File: config.mk
export PLATFORM = sky130hd
export DESIGN_NAME = pwm_multi_chan
export DESIGN_NICKNAME = d
export VERILOG_FILES = /design/src/rtl/pwm_multi_chan.sv
export SDC_FILE = /design/constraint.sdc
export NUM_CORES = 1
export LEC_CHECK = 0
export CAP_MARGIN = 15
export CORE_ASPECT_RATIO = 2
export CORE_MARGIN = 4
export CORE_UTILIZATION = 50
export CTS_BUF_LIST = sky130_fd_sc_hd__clkbuf_4 sky130_fd_sc_hd__clkbuf_8
export DETAILED_ROUTE_END_ITERATION = 16
export PLACE_DENSITY = 0.7
export SLEW_MARGIN = 20
export SYNTH_ARGS = -nofsm -noshare
export SYNTH_HDL_FRONTEND = slang
export SYNTH_SLANG_ARGS = --single-unit
export TNS_END_PERCENT = 20
File: constraint.sdc
create_clock -name i_sysclk -period 7.3 [get_ports i_sysclk]
set_input_delay 1.46 -clock i_sysclk [delete_from_list [all_inputs] [get_ports i_sysclk]]
set_output_delay 1.46 -clock i_sysclk [all_outputs]
set_load 0.01 [all_outputs]
File: src/rtl/pwm_multi_chan.sv
`timescale 1ns/1ps
// pwm_multi_chan: one shared period counter feeding NUM_CH duty comparators.
// All settings are double-buffered and only change on a period boundary.
module pwm_multi_chan #(
    parameter int NUM_CH = 4,
    parameter int CNT_W  = 16
) (
    input  logic                    i_sysclk,
    input  logic                    i_resetn,
    input  logic                    i_enable,
    input  logic                    i_center,
    input  logic [CNT_W-1:0]        i_freq_cnt,
    input  logic [NUM_CH*CNT_W-1:0] i_duty_cnt,
    input  logic [NUM_CH-1:0]       i_polar,
    input  logic [NUM_CH-1:0]       i_ch_en,
    input  logic [7:0]              i_brightness,
    input  logic                    i_update,
    output logic                    o_update_ack,
    output logic                    o_period_tick,
    output logic [NUM_CH-1:0]       o_pwm_out
);

    typedef enum logic {DIR_UP = 1'b0, DIR_DOWN = 1'b1} dir_e;

    // Update handshake: i_update is a one-cycle request with no ready; requests
    // before a boundary merge, the inputs present at the boundary are taken, and
    // o_update_ack pulses once in the cycle after that boundary. Never while stopped.

    logic [CNT_W-1:0]        p_q;
    logic [NUM_CH*CNT_W-1:0] d_q;
    logic [NUM_CH-1:0]       polar_q;
    logic [NUM_CH-1:0]       ch_en_q;
    logic                    center_q;
    logic [7:0]              b_q;

    logic [CNT_W-1:0]        cnt_q;
    dir_e                    dir_q;
    logic                    pending_q;

    logic [NUM_CH-1:0]       pwm_q;
    logic                    tick_q;
    logic                    ack_q;

    logic                    short_period;
    logic [CNT_W-1:0]        p_last;
    logic                    at_top;
    logic                    boundary;
    logic                    apply;
    logic                    load_active;
    logic                    tick_next;
    logic [8:0]              b_plus;
    logic [NUM_CH-1:0]       raw;
    logic [NUM_CH-1:0]       pwm_next;

    // Periods of 0 or 1 count have no usable counter range: hold cnt at 0.
    assign short_period = (p_q < CNT_W'(2));
    assign p_last       = p_q - CNT_W'(1);
    assign at_top       = (cnt_q >= p_last);
    assign boundary     = !short_period &&
                          (center_q ? ((dir_q == DIR_DOWN) && (cnt_q == '0)) : at_top);
    assign apply        = i_enable && boundary && (pending_q || i_update);
    assign load_active  = !i_enable || apply;
    assign tick_next    = !short_period && (dir_q == DIR_UP) && (cnt_q == '0);
    assign b_plus       = {1'b0, b_q} + 9'd1;

    for (genvar k = 0; k < NUM_CH; k++) begin : g_ch
        logic [CNT_W+7:0] prod;
        logic [CNT_W-1:0] eff;

        // D*(B+1) always fits in CNT_W+8 bits; the >>8 brings it back to CNT_W.
        assign prod        = (CNT_W+8)'(d_q[k*CNT_W +: CNT_W]) * (CNT_W+8)'(b_plus);
        assign eff         = CNT_W'(prod >> 8);
        assign raw[k]      = short_period ? (eff != '0) : (cnt_q < eff);
        assign pwm_next[k] = ch_en_q[k] ? (raw[k] ^ polar_q[k]) : polar_q[k];
    end

    always_ff @(posedge i_sysclk or negedge i_resetn) begin
        if (!i_resetn) begin
            p_q      <= '0;
            d_q      <= '0;
            polar_q  <= '0;
            ch_en_q  <= '0;
            center_q <= 1'b0;
            b_q      <= '0;
        end else if (load_active) begin
            p_q      <= i_freq_cnt;
            d_q      <= i_duty_cnt;
            polar_q  <= i_polar;
            ch_en_q  <= i_ch_en;
            center_q <= i_center;
            b_q      <= i_brightness;
        end
    end

    always_ff @(posedge i_sysclk or negedge i_resetn) begin
        if (!i_resetn) begin
            cnt_q     <= '0;
            dir_q     <= DIR_UP;
            pending_q <= 1'b0;
        end else if (!i_enable) begin
            cnt_q     <= '0;
            dir_q     <= DIR_UP;
            pending_q <= 1'b0;
        end else begin
            pending_q <= boundary ? 1'b0 : (pending_q | i_update);
            if (short_period || boundary) begin
                cnt_q <= '0;
                dir_q <= DIR_UP;
            end else if (!center_q) begin
                cnt_q <= cnt_q + CNT_W'(1);
            end else if (dir_q == DIR_UP) begin
                // Center mode visits P-1 twice: last up count, then first down count.
                if (at_top) dir_q <= DIR_DOWN;
                else        cnt_q <= cnt_q + CNT_W'(1);
            end else begin
                cnt_q <= cnt_q - CNT_W'(1);
            end
        end
    end

    always_ff @(posedge i_sysclk or negedge i_resetn) begin
        if (!i_resetn) begin
            pwm_q  <= '0;
            tick_q <= 1'b0;
            ack_q  <= 1'b0;
        end else if (!i_enable) begin
            pwm_q  <= i_polar;
            tick_q <= 1'b0;
            ack_q  <= 1'b0;
        end else begin
            pwm_q  <= pwm_next;
            tick_q <= tick_next;
            ack_q  <= apply;
        end
    end

    assign o_pwm_out     = pwm_q;
    assign o_period_tick = tick_q;
    assign o_update_ack  = ack_q;

endmodule
==> results.ini, run 1 <==
[job]
maxCapViolations = 0

[min_path]
holdCritStartpoint = ch_en_q[0]
holdPathEnd = ch_en_q[0]
hold_class = flip-flop to flip-flop
holdPathStages = 1

[floorplan]
die_w_um = 164
row_count = 114
io_pins = 107
die_y_um = 320
core-area_um2 = 48400
initial_core_util_pct = 50.4
fp.dieArea_um2 = 52600

[grt]
grt_pass1_vias = 22200
grt_antenna_before_repair = 1
groute.usage.overall_pct = 26.5
grt_pass1_wl_um = 110000
grt_max_degree = 83
grt-ovfl-total = 0

[synth]
ys_types = 72
synth-edff-count = 0
synth-main-ff-cell = dfrtp_1
synth_fp_nets = 3373
ys_warn_count = 0
ys_ff_latch = 121
syn_area_um2 = 24400
ys_async_sr_fraction_pct = 100
synth_cells = 2648
synth_area_per_cell_um2 = 9.21
synth-seq-area-share_pct = 12.4

[sta]
slew_headroom_pct = 41.4
final-setup-viol-count = 2
hold_slack_ns = 0.536
min_period_ns = 7.45
fmax_ghz = 0.134
min_period_over_period_pct = 102
final_hold_viol_count = 0
fin_ws_ns = -0.146
worst_pin_slew_ns = 0.870
fin_worst_skew_ns = 0.0360
drv_slew = 0
rsz0062_at_grt = yes

[placement]
portBuffers = 106
placed_cell_area_um2 = 26900
dp_slack_ns = -0.243
dp_hpwl_um = 52300
gp_congestion = 0.902

[finish]
fin_util_pct = 58.0
mostFrequentLayoutCells = inv_1, fa_1, and2_1
final_common_cell = inv_1
nNetsFinal = 3514
postLayoutCellArea_um2 = 28100
drive_gt1_share_pct = 12.8
syn2layout_area_growth_pct = 15.0

[clock_network]
cts.sinks = 121
htree_levels = 4
cts.clk_slew.worst_paths_ns = 0.12
holdBufCountCts = 0
cts_buffer_depth = 2
cts_tree = yes
clk-insertion-delay-late_ns = 0.52
cts-buffers-inserted = 17
cts_root_buf = clkbuf_8

[drt]
routed_via_density = 5.70
dr.first_iter.drc_count = 904
routed_wl_um = 67800
via_count = 19600
wl_per_cell_um = 19.7
first_pass_iters = 6
drc = 0
ant_nets = 0

[worst_setup_path]
arrival_ns = 7.84
cp_slowest_stage_delay_ns = 0.60
r2r_start = b_q[1]
setup.worst_path.class = flip-flop to flip-flop
path_max_fanout = 11
r2r_setup_slack_ns = -0.15
crit_path_end_kind = flip-flop
start_kind = flip-flop
crit_required_ns = 7.69
critPathSlowestCell = fa_2
crit_top_cell = fa_1
r2r_end = o_pwm_out[1]
r2r.worst_path.cells = 30

[status]
violations = negative setup slack
status = finished, violations left

[cells by family (layout without fill, tap and decap cells)]
family / after synthesis / after routing / share of synthesized area (%)
buf+inv: 521 / 675 / 8.09
mux: 100 / 100 / 4.61
simple gates: 896 / 896 / 19.5
fa+ha+maj: 624 / 624 / 44.0
flops: 121 / 121 / 12.4
compound gates: 285 / 285 / 7.76
other cells: 0 / 1 / 0
xor+xnor: 101 / 101 / 3.66
[sequential cells by signal, summed over array words and instances, names as in the netlist]
signal and cells:
o_update_ack 1, b_q 8, p_q 16, dir_q 1
pending_q 1, polar_q 4, cnt_q 16, o_pwm_out 4
o_period_tick 1, ch_en_q 4, center_q 1, d_q 64
[layout make-up]
| cell class | instances | area [um2] |
|---|---|---|
| Tap cell | 638 | 798 |
| Sequential cell | 121 | 3030 |
| Multi-Input combinational cell | 2006 | 19900 |
| Clock buffer | 18 | 241 |
| Inverter | 405 | 1520 |
| Fill cell | 4183 | 20300 |
| Clock inverter | 14 | 210 |
| Antenna cell | 1 | 2.50 |
| Timing Repair Buffer | 238 | 2370 |
[worst max-delay path: cells and delay by family, from the launching register on]
family / cells / cell delay (ns)
adders and majority gates: 7 / 2.87
and+or+nand+nor: 9 / 1.86
buffers and inverters: 6 / 0.89
AOI/OAI and AO/OA: 5 / 0.76
xor gates and xnor gates: 3 / 0.53
DFF: 1 / 0.42
[layer usage]
metal / up-vias / wire (um) / part of all wire (%) / global-route usage, %
met5: - / 0 / 0 / 0
met4: 0 / 4850 / 7.1 / 16.5
met3: 279 / 3040 / 4.5 / 3.05
met2: 680 / 37300 / 55 / 49.5
met1: 9913 / 22700 / 33 / 27.7
li1: 8746 / - / - / -
[stage by stage]
stage | std cells | TNS, ns
floorplan | 2648 | 0
global placement | 3380 | -0.153
detailed placement | 3380 | -0.629
CTS | 3428 | 0
global route | 3441 | -1.25
finish | 3441 | -0.195
[Yosys cell counts (all sizes together), types with 3 or more instances]
library cell    n  area (um2)
inv           405        1520
fa            388        7770
and2          295        1850
nand2         282        1060
ha            236        2950
dfrtp         121        3030
mux2           98        1100
a21oi          84         420
xnor2          72         631
clkbuf         70         264
nor2           65         244
o21ai          49         245
buf            46         189
nor2b          40         250
a21o           38         285
nand3          38         190
nand2b         32         200
xor2           29         262
nand4          27         169
and3           25         156
nor3           23         115
or3            19         119
a211oi         17         140
nor4           15         106
o21a           13        97.6
a31oi          11        68.8
a2111oi         8        95.1
a211o           8        70.1
and4            7        61.3
o22ai           7        43.8
o31ai           7        52.6
o21bai          6        45.0
or2             6        37.5
o31a            5        43.8
or4             5        37.5
o211ai          4        30.0
o41ai           4        35.0
a221oi          3        26.3
a311o           3        30.0
[worst max-delay path by stage]
stage / start / to / cells past startpoint
finish: b_q[1] / o_pwm_out[1] / 30
global route: b_q[1] / o_pwm_out[2] / 32
CTS: b_q[1] / o_pwm_out[2] / 33
detailed placement: b_q[1] / o_pwm_out[1] / 28
global placement: b_q[0] / o_pwm_out[1] / 27
floorplan: b_q[0] / o_pwm_out[2] / 32
[what timing repair did]
| action | in CTS | in global routing |
|---|---|---|
| setup buffers | 14 | 12 |
| resized for setup | 19 | 89 |
| setup endpoints to repair | 4 | 4 |
| gates cloned | 2 | 3 |
| pin swaps | 17 | 51 |
Power of run 1 is left out: the tool's default activity adds up to more than one toggle a clock period on the data nets, which glitch-free logic cannot reach.
==> run 2: changes to the inputs <==
TNS_END_PERCENT = default   (was 20)
==> results.ini, run 2 (synthesis results as in run 1) <==
[status]
status = finished, violations left  ; unchanged
violations = negative setup slack  ; unchanged

[clock_network]
cts.sinks = 121  ; unchanged
cts.clk_slew.worst_paths_ns = 0.11  ; was 0.12 ns
htree_levels = 4  ; unchanged
cts_tree = yes  ; unchanged
cts-buffers-inserted = 17  ; unchanged
holdBufCountCts = 0  ; unchanged
clk-insertion-delay-late_ns = 0.52  ; about the same
cts_root_buf = clkbuf_8  ; unchanged
cts_buffer_depth = 2  ; unchanged

[worst_setup_path]
r2r_setup_slack_ns = -0.13  ; was -0.15 ns
crit_top_cell = fa_1  ; unchanged
path_max_fanout = 11  ; unchanged
setup.worst_path.class = flip-flop to flip-flop  ; unchanged
cp_slowest_stage_delay_ns = 0.60  ; about the same
start_kind = flip-flop  ; unchanged
crit_required_ns = 7.69  ; about the same
arrival_ns = 7.82  ; was 7.84 ns
critPathSlowestCell = fa_2  ; unchanged
crit_path_end_kind = flip-flop  ; unchanged

[drt]
dr.first_iter.drc_count = 866  ; was 904
routed_via_density = 5.68  ; was 5.70
wl_met1_um = 23000  ; was 22,700 um
highest_layer = met4  ; unchanged
drc = 0  ; unchanged
dr_wl_met2_um = 37300  ; about the same
via_count = 19600  ; about the same
first_pass_iters = 5  ; was 6
wl_per_cell_um = 19.7  ; about the same
met3_length_um = 2760  ; was 3040 um
routed_wl_um = 67800  ; about the same
ant_nets = 0  ; unchanged

[finish]
reg_top3 = d_q: 64 flops, cnt_q: 16 flops, p_q: 16 flops  ; unchanged
final_common_cell = inv_1  ; unchanged
largest_register_ffs = 64  ; unchanged
mostFrequentLayoutCells = inv_1, fa_1, and2_1  ; unchanged
drive_gt1_share_pct = 12.8  ; unchanged
nFillCells = 4183  ; unchanged
nNetsFinal = 3514  ; unchanged
syn2layout_area_growth_pct = 15.0  ; unchanged
multi_input_area_um2 = 19900  ; unchanged
postLayoutCellArea_um2 = 28100  ; unchanged
seqCellArea_um2 = 3030  ; unchanged
regMostFlops = d_q  ; unchanged

[placement]
dp_hpwl_um = 52300  ; unchanged
placed_cell_area_um2 = 26900  ; unchanged
gp_congestion = 0.902  ; unchanged
portBuffers = 106  ; unchanged

[grt]
grt-ovfl-total = 0  ; unchanged
grt_pass1_vias = 22200  ; unchanged
grt_max_degree = 83  ; unchanged
groute.usage.overall_pct = 26.5  ; unchanged
grt_pass1_wl_um = 110000  ; unchanged
grt_antenna_before_repair = 1  ; unchanged

[sta]
min_period_ns = 7.43  ; was 7.45 ns
slew_headroom_pct = 41.4  ; about the same
fin_ws_ns = -0.130  ; was -0.146 ns
rsz0062_at_grt = yes  ; unchanged
setup_tns_ns = -0.204  ; was -0.195 ns
fmax_ghz = 0.135  ; was 0.134 GHz
min_period_over_period_pct = 102  ; about the same
drv_slew = 0  ; unchanged
final-setup-viol-count = 2  ; unchanged
fin_worst_skew_ns = 0.0346  ; was 0.0360 ns
final_hold_viol_count = 0  ; unchanged
worst_pin_slew_ns = 0.870  ; about the same

[floorplan]
die_y_um = 320  ; unchanged
initial_core_util_pct = 50.4  ; unchanged
row_count = 114  ; unchanged
fp.dieArea_um2 = 52600  ; unchanged
core-area_um2 = 48400  ; unchanged
die_w_um = 164  ; unchanged
io_pins = 107  ; unchanged

[job]
maxCapViolations = 0  ; unchanged

[min_path]
hold_class = flip-flop to flip-flop  ; unchanged

run 2: cell counts in the layout (fill, tap and decap cells not counted):
No cell type changed its count.
run 2: worst paths after layout:
kind                            depth (start not counted)       start            to
min in group asynchronous                               1    i_resetn       d_q[49]
worst min-delay path                                    1  ch_en_q[0]    ch_en_q[0]
worst max-delay path                                   30      b_q[1]  o_pwm_out[1]
worst max register to register                         30      b_q[1]  o_pwm_out[1]
worst min register to register                          1  ch_en_q[0]    ch_en_q[0]
max in group asynchronous                               2    i_resetn        b_q[2]
run 2: worst max-delay path, delay by kind of cell, from the launching register on:
kind | cells | cell delay (ns)
AO/OA/AOI/OAI | 5 | 0.75
flip-flops | 1 | 0.42
buffers and inverters | 6 | 0.89
AND/OR/NAND/NOR | 9 | 1.85
XOR/XNOR | 3 | 0.53
adder cells (fa/ha/maj) | 7 | 2.87
run 2: layout make-up:
class,instances,area share [%]
timing repair buffer,238,8.45
clock inverter,14,0.749
inverter,405,5.42
clock buffer,18,0.861
sequential,121,10.8
multi-input combinational,2006,70.9
tap,638,2.85
antenna,1,0.00892
run 2: routing by layer:
metal	vias up	GRT usage, %
li1	8747	-
met1	9886	27.7
met2	652	49.5
met3	274	3.05
met4	0	16.5
met5	-	0
run 2: repair_timing:
item / CTS / global route
gates cloned: 2 / 3
pin swaps: 17 / 51
setup buffers: 14 / 12
endpoints found under the setup margin: 4 / 4
resized for setup: 19 / 89
run 2: metrics by stage:
step | utilization, % | hold WS (ns) | cells | worst slack, ns
final | 58.0 | 0.535 | 3441 | -0.130
after CTS | 57.0 | 0.536 | 3428 | 0.00335
after detailed placement | 55.5 | 0.515 | 3380 | -0.243
after global routing | 58.0 | 0.546 | 3441 | -0.402
after global placement | 55.5 | 0.503 | 3380 | -0.0783
after floorplan | - | 0.471 | 2648 | 0.00242
Power of run 2 is left out for the same reason.
